File: src/rtl/nibble_serial_addsub_pkg.sv
// Shared definitions for the nibble-serial adder/subtractor:
// FSM encodings, slice width and the nibble-counter width helper.
package nibble_serial_addsub_pkg;

   typedef enum logic [1:0] {
      IDLE = 2'd0,
      RUN  = 2'd1,
      DONE = 2'd2
   } state_t;

   localparam int NIBBLE = 4;

   function automatic int clog2(input int value);
      int r;
      r = 0;
      for (int p = 1; p < value; p = p * 2) begin
         r = r + 1;
      end
      return r;
   endfunction

endpackage

File: src/rtl/nibble_serial_addsub_rca4c.sv
// 4-bit ripple-carry adder slice with explicit carry-in, chained from
// single-bit full-adder cells.
module fa (
   input  logic a,
   input  logic b,
   input  logic cin,
   output logic s,
   output logic cout
);
   assign s    = a ^ b ^ cin;
   assign cout = (a & b) | (cin & (a ^ b));
endmodule

module rca4c
   import nibble_serial_addsub_pkg::*;
(
   input  logic [NIBBLE-1:0] A,
   input  logic [NIBBLE-1:0] B,
   input  logic              Cin,
   output logic [NIBBLE-1:0] Sum,
   output logic              Cout
);
   logic [NIBBLE:0] carry;

   assign carry[0] = Cin;

   generate
      for (genvar gi = 0; gi < NIBBLE; gi++) begin : g_bit
         fa u_fa (
            .a    (A[gi]),
            .b    (B[gi]),
            .cin  (carry[gi]),
            .s    (Sum[gi]),
            .cout (carry[gi+1])
         );
      end
   endgenerate

   assign Cout = carry[NIBBLE];
endmodule

File: src/rtl/nibble_serial_addsub.sv
// Digit-serial W-bit adder/subtractor: one 4-bit slice reused per cycle,
// least-significant nibble first, result shifted in from the top.
module nibble_serial_addsub
   import nibble_serial_addsub_pkg::*;
#(
   parameter int W = 16
) (
   input  logic         clk,
   input  logic         reset,
   input  logic         start,
   input  logic [W-1:0] A,
   input  logic [W-1:0] B,
   input  logic         Subtract,
   output logic         busy,
   output logic         done,
   output logic [W-1:0] Sum,
   output logic         Cout,
   output logic         Overflow
);
   localparam int NNIB = W / NIBBLE;
   localparam int CW   = clog2(NNIB);
   localparam logic [CW-1:0] LAST = CW'(NNIB - 1);

   state_t              state_q, state_d;
   logic [CW-1:0]       cnt_q;
   logic [W-1:0]        a_sr_q, b_sr_q, sum_q;
   logic                sub_q, carry_q, cout_q, ovf_q;

   logic                accept, last_nib;
   logic [NIBBLE-1:0]   slice_b, slice_sum;
   logic                slice_cout;

   assign accept   = start && (state_q == IDLE || state_q == DONE);
   assign last_nib = (cnt_q == LAST);

   // Subtract is folded into the B operand here; the slice only ever adds.
   assign slice_b = b_sr_q[NIBBLE-1:0] ^ {NIBBLE{sub_q}};

   rca4c u_slice (
      .A    (a_sr_q[NIBBLE-1:0]),
      .B    (slice_b),
      .Cin  (carry_q),
      .Sum  (slice_sum),
      .Cout (slice_cout)
   );

   always_ff @(posedge clk) begin
      if (reset) state_q <= IDLE;
      else       state_q <= state_d;
   end

   always_comb begin
      state_d = state_q;
      case (state_q)
         IDLE:    if (start) state_d = RUN;
         RUN:     if (last_nib) state_d = DONE;
         DONE:    state_d = start ? RUN : IDLE;
         default: state_d = IDLE;
      endcase
   end

   always_comb begin
      busy = (state_q == RUN);
      done = (state_q == DONE);
   end

   always_ff @(posedge clk) begin
      if (reset) begin
         cnt_q   <= '0;
         a_sr_q  <= '0;
         b_sr_q  <= '0;
         sum_q   <= '0;
         sub_q   <= 1'b0;
         carry_q <= 1'b0;
         cout_q  <= 1'b0;
         ovf_q   <= 1'b0;
      end else if (accept) begin
         cnt_q   <= '0;
         a_sr_q  <= A;
         b_sr_q  <= B;
         sub_q   <= Subtract;
         carry_q <= Subtract;
      end else if (state_q == RUN) begin
         sum_q   <= {slice_sum, sum_q[W-1:NIBBLE]};
         carry_q <= slice_cout;
         a_sr_q  <= a_sr_q >> NIBBLE;
         b_sr_q  <= b_sr_q >> NIBBLE;
         cnt_q   <= cnt_q + 1'b1;
         if (last_nib) begin
            cout_q <= slice_cout;
            // carry into the MSB xor carry out of the MSB
            ovf_q  <= a_sr_q[NIBBLE-1] ^ slice_b[NIBBLE-1] ^ slice_sum[NIBBLE-1] ^ slice_cout;
         end
      end
   end

   assign Sum      = sum_q;
   assign Cout     = cout_q;
   assign Overflow = ovf_q;
endmodule

File: config.mk
export PLATFORM = sky130hd
export DESIGN_NAME = nibble_serial_addsub
export DESIGN_NICKNAME = d
export VERILOG_FILES = /design/src/rtl/nibble_serial_addsub_pkg.sv /design/src/rtl/nibble_serial_addsub_rca4c.sv /design/src/rtl/nibble_serial_addsub.sv
export SDC_FILE = /design/constraint.sdc
export NUM_CORES = 1
export LEC_CHECK = 0
export CORE_MARGIN = 5
export CORE_UTILIZATION = 39
export CTS_CLUSTER_SIZE = 30
export DETAILED_ROUTE_END_ITERATION = 6
export PLACE_DENSITY = 0.74
export SYNTH_ARGS = -nofsm -noshare
export SYNTH_HDL_FRONTEND = slang
export SYNTH_HIERARCHICAL = 1
export SYNTH_SLANG_ARGS = --single-unit
File: constraint.sdc
create_clock -name clk -period 3.1 [get_ports clk]
set_input_delay 0.465 -clock clk [delete_from_list [all_inputs] [get_ports clk]]
set_output_delay 0.465 -clock clk [all_outputs]
set_load 0.02 [all_outputs]
======== Yosys cells after proc, flatten, opt, wreduce, memory -nomap -nowiden ========
Cells that the tools add are included.
cells by class
  add/subtract/negate cells ............... 1
  $mul .................................... 0
  div/mod/pow operators ................... 0
  order comparisons ....................... 0
  eq/ne operators ......................... 5
  shifts and indexed selects .............. 0
  mux-type cells .......................... 10
  bitwise operators ....................... 24
  reductions and logical operators ........ 8
operators by type and width
  operator                                                number
  two-way mux 16 bit                                      4
  bitwise XOR 1 bit                                       10
  bitwise AND 1 bit                                       8
  case mux 2 bit (3 select lines)                         1
  == test 2 bit (second input constant)                   2
  two-way mux 2 bit                                       2
  bitwise OR 1 bit                                        4
  AND reduction 2 bit                                     2
  bitwise XOR 4 bit                                       1
  two-way mux 1 bit                                       3
  AND reduction 3 bit                                     1
  adder 2 x 1 -> 2 bit (second input constant)            1
  == test 2 x 1 -> 1 bit (second input constant)          1
  logical NOT 2 bit                                       1
  inequality test 2 x 1 -> 1 bit (second input constant)  1
  inequality test 2 bit (second input constant)           1
  nonzero test 2 bit                                      1
  OR reduction 2 bit                                      1
  logical AND 1 bit                                       1
  logical OR 1 bit                                        1
  NOT 1 bit                                               1
storage, ports and cells
  flip-flop bits (word level) ............. 56
  bits in latches ......................... 0
  memory bits (writable) .................. 0
  memory bits (read-only) ................. 0
  input bits .............................. 36
  output and inout port bits .............. 20
  word-level logic and storage cells ...... 57
  memories kept ........................... 0

======== Logic depth before layout (Yosys ltp) ========
  depth in word-level cells ............... 12
  depth in mapped cells ................... 9
  gate-level depth less buffers ........... 8

======== Cells and area by module ========
Netlist, hierarchy kept.
modules (own cells, without submodules)
  module                times used  cells an instance  area each (µm²)  sequential area each (µm²)
  nibble_serial_addsub  1           260                2329.7           1121.1
  fa                    4           1                  20.0             0.0

======== Least setup slack after synthesis ========
Ideal clock, no wire load.
  path kind ............................... register to register
  from .................................... reg sub_q
  to ...................................... reg ovf_q, in the netlist Overflow
  library setup time ...................... 122 ps
  arrival time ............................ 2815 ps
  required time ........................... 2978 ps
  path slack .............................. 164 ps
  cell stages (with the launch flop) ...... 9
  path buffers ............................ 1
  period minus slack after synthesis ...... 2936 ps
  cell sequence ........................... dfxtp_1 > buf_6 > xor2_1 > fa_1 > fa_1 > fa_1 > fa_1 > xnor3_1 > a221o_1
on the way
  longest elaborated chain between the ends .. 11
  elaborated cells on any way between the ends .. 20
  those cells by class .................... 20 x bitwise
RTL lines
  what                        line                              RTL
  start, declared             nibble_serial_addsub.sv:27        logic sub_q, carry_q, cout_q, ovf_q;
  start signal, assigned      nibble_serial_addsub.sv:81        sub_q <= Subtract;
  bitwise XOR 4 bit (*)       nibble_serial_addsub.sv:37        assign slice_b = b_sr_q[NIBBLE-1:0] ^ {NIBBLE{sub_q}};
  named net slice_b[0]        nibble_serial_addsub.sv:30        logic [NIBBLE-1:0] slice_b, slice_sum;
  bitwise XOR 1 bit           nibble_serial_addsub_rca4c.sv:11  assign cout = (a & b) | (cin & (a ^ b));
  bitwise AND 1 bit           nibble_serial_addsub_rca4c.sv:11
  bitwise OR 1 bit (*)        nibble_serial_addsub_rca4c.sv:11
  named net u_slice.carry[1]  nibble_serial_addsub_rca4c.sv:23  logic [NIBBLE:0] carry;
  bitwise AND 1 bit (*)       nibble_serial_addsub_rca4c.sv:11
  bitwise OR 1 bit (*)        nibble_serial_addsub_rca4c.sv:11
  named net u_slice.carry[2]  nibble_serial_addsub_rca4c.sv:23
  bitwise AND 1 bit (*)       nibble_serial_addsub_rca4c.sv:11
  bitwise OR 1 bit (*)        nibble_serial_addsub_rca4c.sv:11
  named net u_slice.carry[3]  nibble_serial_addsub_rca4c.sv:23
  bitwise AND 1 bit (*)       nibble_serial_addsub_rca4c.sv:11
  bitwise OR 1 bit (*)        nibble_serial_addsub_rca4c.sv:11
  named net slice_cout        nibble_serial_addsub.sv:31        logic slice_cout;
  bitwise XOR 1 bit (*)       nibble_serial_addsub.sv:92        ovf_q <= a_sr_q[NIBBLE-1] ^ slice_b[NIBBLE-1] ^ slice_sum[NIBBLE-1] ^ slice_cout;
  end signal, assigned        nibble_serial_addsub.sv:92
  end, declared               nibble_serial_addsub.sv:27
The timed path passes the listed nets; every way through them passes the cells marked *.
A chain may end at the register's enable or synchronous reset.

======== Worst setup path in the final report ========
Same ends and word-level chain as after synthesis.

==> summary.md <==
| Metric | Value |
|---|---|
| # rows | 28 |
| Clk pin slew, worst setup/hold paths | 0.09 ns |
| Routed vias | between 1,500 and 2,000 |
| Core area | a little under 0.006 sq mm |
| Ys flop type | dfxtp_1 |
| Syn Nets | ~310 |
| Register-to-Register Setup Slack | about 0.18 ns |
| Layout cells sized above 1 | 8.74% |
| Final Hold Fails | 0 |
| Hold_buf cts | 0 |
| Die width | between 80 and 90 um |
| Root Driver | clkbuf_8 |
| Setup Skew | ~0.0045 ns |
| Clk buf depth | 2 |
| Num ports | 56 |
| Die area | 0.00785 sq mm |
| Crit. End Element | flop |
| CTS tree | yes |
| Antenna diodes | 0 |
| Number of antenna violations at the first check in global routing | 0 |
| Later-pin clock latency in the skew report | roughly 0.30 ns |
| Leak | between 1 and 1.5 nW |
| Post-Synth XOR/XNOR Area | slightly above 3% |
| Drt via density | just over 5 |
| CP Max Fanout | 3 |
| RSZ-0062 raised after global routing | no |
| Async SR Flop Fraction | 0% |
| TritonRoute pass-1 iters | 4 |
| DRC viols | 0 |
| Final GP Congestion | approximately 0.73 |
| Placed Area | about 0.0029 sq mm |
| Max Freq | between 300 and 400 MHz |
| Pwr Density | 506 mW/mm^2 |
| Multiplexer area fraction after synthesis | under 10% |
| Worst endpoint required time | around 3.3 ns |
| Final Cycle Share | about 94% |
| Combinational family with the most area after synthesis | simple AND/OR/NAND/NOR gates |
| Status | complete, no violations |
| Net total in the final layout | 349 |
| # clock sinks | between 50 and 60 |
| Port bufs | between 50 and 60 |
| Remaining Overflow, GRT | 0 |
| GRT Util Overall | approximately 14% |
| Yosys Warn Count | 6 |
| Crit path DAT | about 3.1 ns |
| Synth Area in Simple Gates | about a fifth |
| Setup TNS | 0 ns |
| Layout area overhead | 25.8% |
| Tmin final | between 2 and 3 ns |
| First-pass GRT wire length | between 8000 and 9000 um |
| TritonCTS Buffers | 5 |
| Hold WC Path Type | flop to flop |
| DR WL/cell | 13.5 um |
| Initial Utilization | 40.5% |
| Worst Setup Start Kind | flop |
| Cells after Synth | 264 |
| Final HPWL DP | ~3400 um |
| Die extent in y | just under 90 um |
| Slew Limit Headroom | 48.2% |
| WL final | roughly 5200 um |
| Final core utilization | around 50% |
| Synth Area in Adders | under 10% |
| Seq/Total Area, Yosys | a little under half |
| H-tree depth | 2 |
| Crit path kind | flop to flop |
| Final setup vio count | 0 |
| Final ANT Viol Nets | 0 |
| Largest net degree at the start of global routing | between 40 and 50 |
| Worst ir drop on vdd | about 220 uV |
| Max Slew Vio Count | 0 |
| Slew @ Worst Pin | just under 0.8 ns |
| Synth Area in Compound Gates | 16.4% |
| Design Area, Final | 0.00303 sq mm |
| Mean post-synth cell area | around 9.1 sq um |
| Initial DRC Count | 97 |
| Postcts setup bufs | 0 |
| EDFF count, synth | 0 |
| Synthesized area | approximately 0.0024 sq mm |
| Synth unique cells | 29 |
| Post-CTS sizing | 0 |
| Max cap viols | 0 |
| Number of global-route vias before repair | 1,904 |
| Register bit total from synthesis | 56 |
-- critical path, cell delays in order (launching register included) --
cell and delay, ns:
dfxtp_1 0.33, xor2_1 0.18, fa_1 0.41, fa_1 0.39
fa_1 0.38, fa_1 0.43, xnor3_1 0.37, a221o_1 0.32
-- where the power goes --
part	internal [W]	switching, W
registers	0.000766	0.0000293
clock network	0.000240	0.000224
logic	0.000132	0.000145
-- kinds of logic after synthesis --
family / count (synthesis)
AND/OR/NAND/NOR: 112
multiplexers: 6
buffers and inverters: 25
XOR/XNOR: 6
flip-flops: 56
AO/OA/AOI/OAI: 54
adder cells (fa/ha/maj): 5
-- cells in the final DEF, fill, tap and decap left out, types with 2 or more instances in the layout --
cell / count
fa_1: 4
xor2_1: 3
nor3_1: 26
a311oi_2: 9
a21oi_1: 27
nand2_1: 56
nor2b_1: 2
nand3_1: 10
dfxtp_1: 56
nor2_1: 12
clkbuf_8: 5
clkdlybuf4s50_1: 54
buf_4: 6
mux2i_1: 6
a22oi_1: 6
o22ai_1: 10
-- layer usage --
layer,part of all wire (%),GRT usage [%],vias to the layer above
met5,0,0,-
met4,1.3,6.04,0
met3,4.6,2.89,4
met2,50,24.4,50
met1,44,16.6,896
li1,-,-,1000
-- cell usage after synthesis, drive strengths merged (2+ instances only) --
library cell / instances / area, sq um
dfxtp: 56 / 1120
nand2: 56 / 210
a21oi: 27 / 135
nor3: 26 / 130
buf: 22 / 165
nor2: 12 / 45.0
nand3: 10 / 50.1
o22ai: 10 / 62.6
a311oi: 9 / 135
a22oi: 6 / 45.0
mux2i: 6 / 60.1
fa: 4 / 80.1
xor2: 4 / 42.6
nor2b: 3 / 18.8
clkbuf: 2 / 7.51
nand2b: 2 / 15.0
-- per-stage QoR --
stage	power, W	setup WS [ns]	cells	hold WS, ns
2_1_floorplan	0.00100	0.164	264	0.448
3_3_place_gp	0.00108	0.212	376	0.441
3_5_place_dp	0.00109	0.168	376	0.450
4_1_cts	0.00155	0.166	384	0.464
5_1_grt	0.00161	0.0823	384	0.492
6_report	0.00154	0.180	384	0.457
-- state kept, by name (all words and copies together) (netlist names) --
| register | flops |
|---|---|
| Cout | 1 |
| Overflow | 1 |
| Sum | 16 |
| a_sr_q | 16 |
| b_sr_q | 16 |
| carry_q | 1 |
| cnt_q | 2 |
| state_q | 2 |
| sub_q | 1 |
-- worst paths after layout --
check | end | cells after the start | startpoint
max reg2reg | Overflow$_SDFFE_PP0P_ | 7 | sub_q$_SDFFE_PP0P_
max | Overflow$_SDFFE_PP0P_ | 7 | sub_q$_SDFFE_PP0P_
min reg2reg | Sum[3]$_SDFFE_PP0P_ | 2 | Sum[3]$_SDFFE_PP0P_
min | Sum[3]$_SDFFE_PP0P_ | 2 | Sum[3]$_SDFFE_PP0P_
-- final cells by class --
class | count | area, sq um
Clock inverter | 2 | 35.0
Clock buffer | 6 | 72.6
Timing Repair Buffer | 61 | 591
Multi-Input combinational cell | 183 | 1110
Sequential cell | 56 | 1120
Fill cell | 576 | 2920
Tap cell | 75 | 93.8
Inverter | 1 | 3.75
No activity file was read; power rests on OpenSTA's default activity.
==> variant 1, RTL diff (config.mk and constraints unchanged) <==
Register the output `done`, with the module's reset; this adds one clock of latency there. The other outputs are not delayed to match.
--- a/src/rtl/nibble_serial_addsub.sv
+++ b/src/rtl/nibble_serial_addsub.sv
@@ -20,6 +20,8 @@
    localparam int NNIB = W / NIBBLE;
    localparam int CW   = clog2(NNIB);
    localparam logic [CW-1:0] LAST = CW'(NNIB - 1);
+
+   logic done_d;
 
    state_t              state_q, state_d;
    logic [CW-1:0]       cnt_q;
@@ -61,7 +63,7 @@
 
    always_comb begin
       busy = (state_q == RUN);
-      done = (state_q == DONE);
+      done_d = (state_q == DONE);
    end
 
    always_ff @(posedge clk) begin
@@ -97,5 +99,13 @@
    assign Sum      = sum_q;
    assign Cout     = cout_q;
    assign Overflow = ovf_q;
+   always_ff @(posedge clk) begin
+      if (reset) begin
+         done <= '0;
+      end else begin
+         done <= done_d;
+      end
+   end
+
 endmodule
 
Formal check against the unedited RTL: not equivalent (a bounded check fails within 10 cycles, from zero or initial values and one cycle with reset high).
==> variant 1 against the unedited design <==
- setup slack got worse by 0.088 ns
- routed wire length is 3.9% higher
- synthesized cell count increased by 0.38%
- design area increased by 4.7%
- sequential cell count grew 1
- via count up 3.0%
- area after synthesis is 0.88% lower
- sequential share of layout area is 1.0 points lower
- total power increased by 29%
- clock power rose by 94%
==> variant 1: results (changes against the unedited design) <==
final WL -> 5390 µm (was 5190 µm)
Routed met3 length -> 354 µm (was 241 µm)
Max-slew headroom -> 51.8% (was 48.2%)
wl on met1 -> 2560 µm (was 2280 µm)
Post-CTS Setup Bufs -> 0 (unchanged)
Peak supply drop -> 0.310 mV (was 0.216 mV)
Clock Skew -> 0.00948 ns (was 0.00453 ns)
clock latency at the later pin of the worst-skew pair -> 0.33 ns (was 0.30 ns)
HPWL Detailed -> 3590 µm (was 3440 µm)
Max Used Layer -> met4 (unchanged)
Syn Inst Count -> 265 (was 264)
per-cell routed wire length -> 13.7 µm (was 13.5 µm)
post-synthesis sequential area ratio -> 47.8% (was 46.5%)
Worst-path clk slew -> 0.07 ns (was 0.09 ns)
layout cells sized above 1 -> 9.40% (was 8.74%)
nets@finish -> 355 (was 349)
Post-Synth Adder-Cell Area -> 3.88% (was 3.84%)
vias -> 2,009 (was 1,950)
leakage -> 1.16 nW (was 1.08 nW)
outcome -> finished clean (unchanged)
drt pass-1 iters -> 4 (unchanged)
r2r worst-path depth -> 8 (was 7)
Starting DRT DRC Count -> 62 (was 97)
synth cell count leaders -> dfxtp_1, nand2_1, a21oi_1, nor3_1, nor2_1 (unchanged)
hold crit path type -> reg2reg (unchanged)
pre-CTS WS -> 0.136 ns (was 0.168 ns)
synthesized area -> 2390 µm² (was 2410 µm²)
I/O Buffers -> 55 (unchanged)
GRT Total Usage -> 15.0% (was 14.0%)
portion of netlist area occupied by mux cells -> 2.51% (was 2.49%)
CTS buffer count -> 9 (was 5)
RD Place Congestion -> 0.743 (was 0.735)
Post-DP Area -> 2920 µm² (about the same)
Hold Crit Depth -> 2 (unchanged)
first-pass GRT wire length -> 9050 µm (was 8580 µm)
antenna violations before repair -> 0 (unchanged)
largest net degree at the start of global routing -> 48 (unchanged)
Synth cell types -> 30 (was 29)
placed cells -> 378 (was 376)
synth warn -> 6 (unchanged)
met2 routed WL -> 2310 µm (was 2600 µm)
CTS H-tree lvls -> 3 (was 2)
Synth Area in Compound Gates -> 15.0% (was 16.4%)
syn nets -> 306 (was 305)
ranking of synthesized cells by area -> dfxtp_1, nand2_1, a21oi_1 (unchanged)
WP data arrival -> 3.27 ns (was 3.12 ns)
post-synthesis xor/xnor area fraction -> 3.09% (was 3.06%)
CTS resizes -> 0 (unchanged)
Longest Clk Path Bufs -> 2 (unchanged)
CP Max Fanout -> 3 (unchanged)
variant 1: layer usage:
| layer | GRT usage [%] | up-vias |
|---|---|---|
| li1 | - | 1014 |
| met1 | 19.8 | 921 |
| met2 | 22.0 | 62 |
| met3 | 3.82 | 12 |
| met4 | 9.07 | 0 |
| met5 | 0 | - |
variant 1: kinds of logic after synthesis:
logic type / after synthesis
buffers and inverters: 25
AO/OA/AOI/OAI: 54
AND/OR/NAND/NOR: 112
multiplexers: 6
XOR/XNOR: 6
adder cells (fa/ha/maj): 5
flip-flops: 57
variant 1: path summary, 6_finish.rpt:
path | slack [ns] | start | end
setup / recovery | 0.09 | sub_q$_SDFFE_PP0P_ | Overflow$_SDFFE_PP0P_
hold / removal | 0.46 | Sum[0]$_SDFFE_PP0P_ | Sum[0]$_SDFFE_PP0P_
hold reg to reg | 0.46 | Sum[0]$_SDFFE_PP0P_ | Sum[0]$_SDFFE_PP0P_
setup reg to reg | 0.09 | sub_q$_SDFFE_PP0P_ | Overflow$_SDFFE_PP0P_
variant 1: critical path, cell delays in order, from the launching register on:
cell,delay [ns]
dfxtp_1,0.32
xor2_1,0.17
fa_1,0.41
fa_1,0.40
fa_1,0.39
fa_1,0.45
xnor3_1,0.40
nor4_1,0.23
a221o_1,0.17
variant 1: cell type report:
class                   instances  area [µm²]
fillers                       587        2780
repair buffers                 62         598
multi-input cells             183        1080
inverters                       1        3.75
well taps                      75        93.8
flip-flops and latches         57        1140
clock inverters                 6         130
clock buffers                  10         128
variant 1: power by group:
group	internal, mW	total [mW]	switching (mW)
registers	0.779	0.811	0.0317
clock network	0.613	0.902	0.289
logic	0.129	0.271	0.142
==> variant 2, RTL diff (config.mk and constraints unchanged) <==
Made on the original files. Set the parameter `W` to 24 (it was 16).
--- a/src/rtl/nibble_serial_addsub.sv
+++ b/src/rtl/nibble_serial_addsub.sv
@@ -3,7 +3,7 @@
 module nibble_serial_addsub
    import nibble_serial_addsub_pkg::*;
 #(
-   parameter int W = 16
+   parameter int W = 24
 ) (
    input  logic         clk,
    input  logic         reset,
Ports: changed (resized A, B and Sum); port bits go from 56 to 80. The function was not compared with the original's and may differ.
==> variant 2 against the unedited design <==
- sequential share of layout area is 0.59 points higher
- routed wire length grew 49%
- die area rose by 34%
- sequential cell count increased by 25
- total power grew 50%
- clock skew is 0.0029 ns higher
- core utilization grew 1.1 points
- sequential power is 45% higher
- design area grew 42%
- area after synthesis rose by 39%
- setup slack worse by 0.094 ns
- first-iteration DRC count is 77% higher
- critical path type unchanged
- critical endpoint unchanged
==> variant 2: results (changes against the unedited design) <==
nets@finish -> 509 (was 349)
Post-CTS Setup Bufs -> 0 (unchanged)
drt pass-1 iters -> 4 (unchanged)
layout cells sized above 1 -> 6.58% (was 8.74%)
syn nets -> 449 (was 305)
Clock Skew -> 0.00746 ns (was 0.00453 ns)
Longest Clk Path Bufs -> 2 (unchanged)
CTS resizes -> 0 (unchanged)
leakage -> 1.52 nW (was 1.08 nW)
ranking of synthesized cells by area -> dfxtp_1, nand2_1, a21oi_1 (unchanged)
HPWL Detailed -> 5150 µm (was 3440 µm)
CTS H-tree lvls -> 3 (was 2)
I/O Buffers -> 79 (was 55)
Synth cell types -> 30 (was 29)
CP Max Fanout -> 3 (unchanged)
synth warn -> 6 (unchanged)
crit-path max cell delay -> 0.46 ns (was 0.43 ns)
number of global-route vias before repair -> 2,712 (was 1,904)
FFs w/ async S/R, synth -> 0% (unchanged)
Root Driver -> clkbuf_8 (unchanged)
antenna violations before repair -> 0 (unchanged)
clock latency at the later pin of the worst-skew pair -> 0.35 ns (was 0.30 ns)
pre-CTS WS -> 0.151 ns (was 0.168 ns)
worst-path cell with the longest stage delay -> fa_1 (unchanged)
outcome -> finished clean (unchanged)
post-synthesis sequential area ratio -> 48.6% (was 46.5%)
vias -> 2,927 (was 1,950)
placed cells -> 545 (was 376)
non-filler cells, final -> 561 (was 384)
synth cell count leaders -> nand2_1, dfxtp_1, a21oi_1, nor3_1, nor2_1 (was dfxtp_1, nand2_1, a21oi_1, nor3_1, nor2_1)
RD Place Congestion -> 0.800 (was 0.735)
hold crit path type -> reg2reg (unchanged)
CTS buffer count -> 9 (was 5)
Starting DRT DRC Count -> 172 (was 97)
syn avg cell area -> 8.54 µm² (was 9.13 µm²)
largest net degree at the start of global routing -> 71 (was 48)
first-pass GRT wire length -> 12,400 µm (was 8580 µm)
Worst-path clk slew -> 0.08 ns
per-cell routed wire length -> 13.8 µm (was 13.5 µm)
WP data arrival -> 3.26 ns (was 3.12 ns)
Peak supply drop -> 0.274 mV (was 0.216 mV)
GRT Total Usage -> 14.9% (was 14.0%)
diodes inserted -> 0 (unchanged)
Worst Tran Pin Value -> 0.698 ns (was 0.777 ns)
variant 2: final timing paths:
path / slack, ns / cells past startpoint / startpoint / end
min: 0.46 / 2 / Sum[3]$_SDFFE_PP0P_ / Sum[3]$_SDFFE_PP0P_
min reg2reg: 0.46 / 2 / Sum[3]$_SDFFE_PP0P_ / Sum[3]$_SDFFE_PP0P_
max reg2reg: 0.09 / 7 / sub_q$_SDFFE_PP0P_ / Overflow$_SDFFE_PP0P_
max: 0.09 / 7 / sub_q$_SDFFE_PP0P_ / Overflow$_SDFFE_PP0P_
variant 2: cell families (layout without fill, tap and decap cells):
| kind of cell | after synthesis | in the layout | synth area share (%) |
|---|---|---|---|
| compound gates | 84 | 84 | 16.6 |
| xor+xnor | 7 | 7 | 2.25 |
| fa+ha+maj | 6 | 6 | 3.15 |
| buf+inv | 38 | 103 | 6.93 |
| flops | 81 | 81 | 48.6 |
| mux | 1 | 1 | 0.300 |
| simple gates | 174 | 174 | 22.2 |
variant 2: power breakdown:
group | internal [mW] | total [mW] | switching, mW
Clock | 0.438 | 0.791 | 0.353
Sequential | 1.11 | 1.15 | 0.0414
Combinational | 0.169 | 0.362 | 0.193
Total | 1.71 | 2.30 | 0.588
variant 2: cell type report:
cell class / instances / area (µm²)
Fill cell: 781 / 3980
Tap cell: 105 / 131
Inverter: 2 / 12.5
Timing Repair Buffer: 85 / 843
Clock inverter: 2 / 35.0
Multi-Input combinational cell: 272 / 1500
Sequential cell: 81 / 1620
Clock buffer: 14 / 173
variant 2: per-stage QoR:
stage	hold WS [ns]	utilization (%)	area, µm²
2_1_floorplan	0.436	-	3340
3_3_place_gp	0.443	49.4	4100
3_5_place_dp	0.450	49.4	4100
4_1_cts	0.461	51.9	4310
5_1_grt	0.479	52.0	4320
6_report	0.458	52.0	4320
variant 2: routing by layer:
layer  vias to the layer above  part of all wire (%)  track usage (%)
li1                       1471                     -                -
met1                      1368                    44             18.5
met2                        79                    49             24.6
met3                         9                   6.5             5.21
met4                         0                   1.1             4.24
met5                         -                     0                0
variant 2: worst max-delay path, delay by kind of cell, from the launching register on:
family,cells,cell delay [ns]
flip-flops,1,0.32
XOR/XNOR,2,0.56
adder cells (fa/ha/maj),4,1.71
AO/OA/AOI/OAI,1,0.32
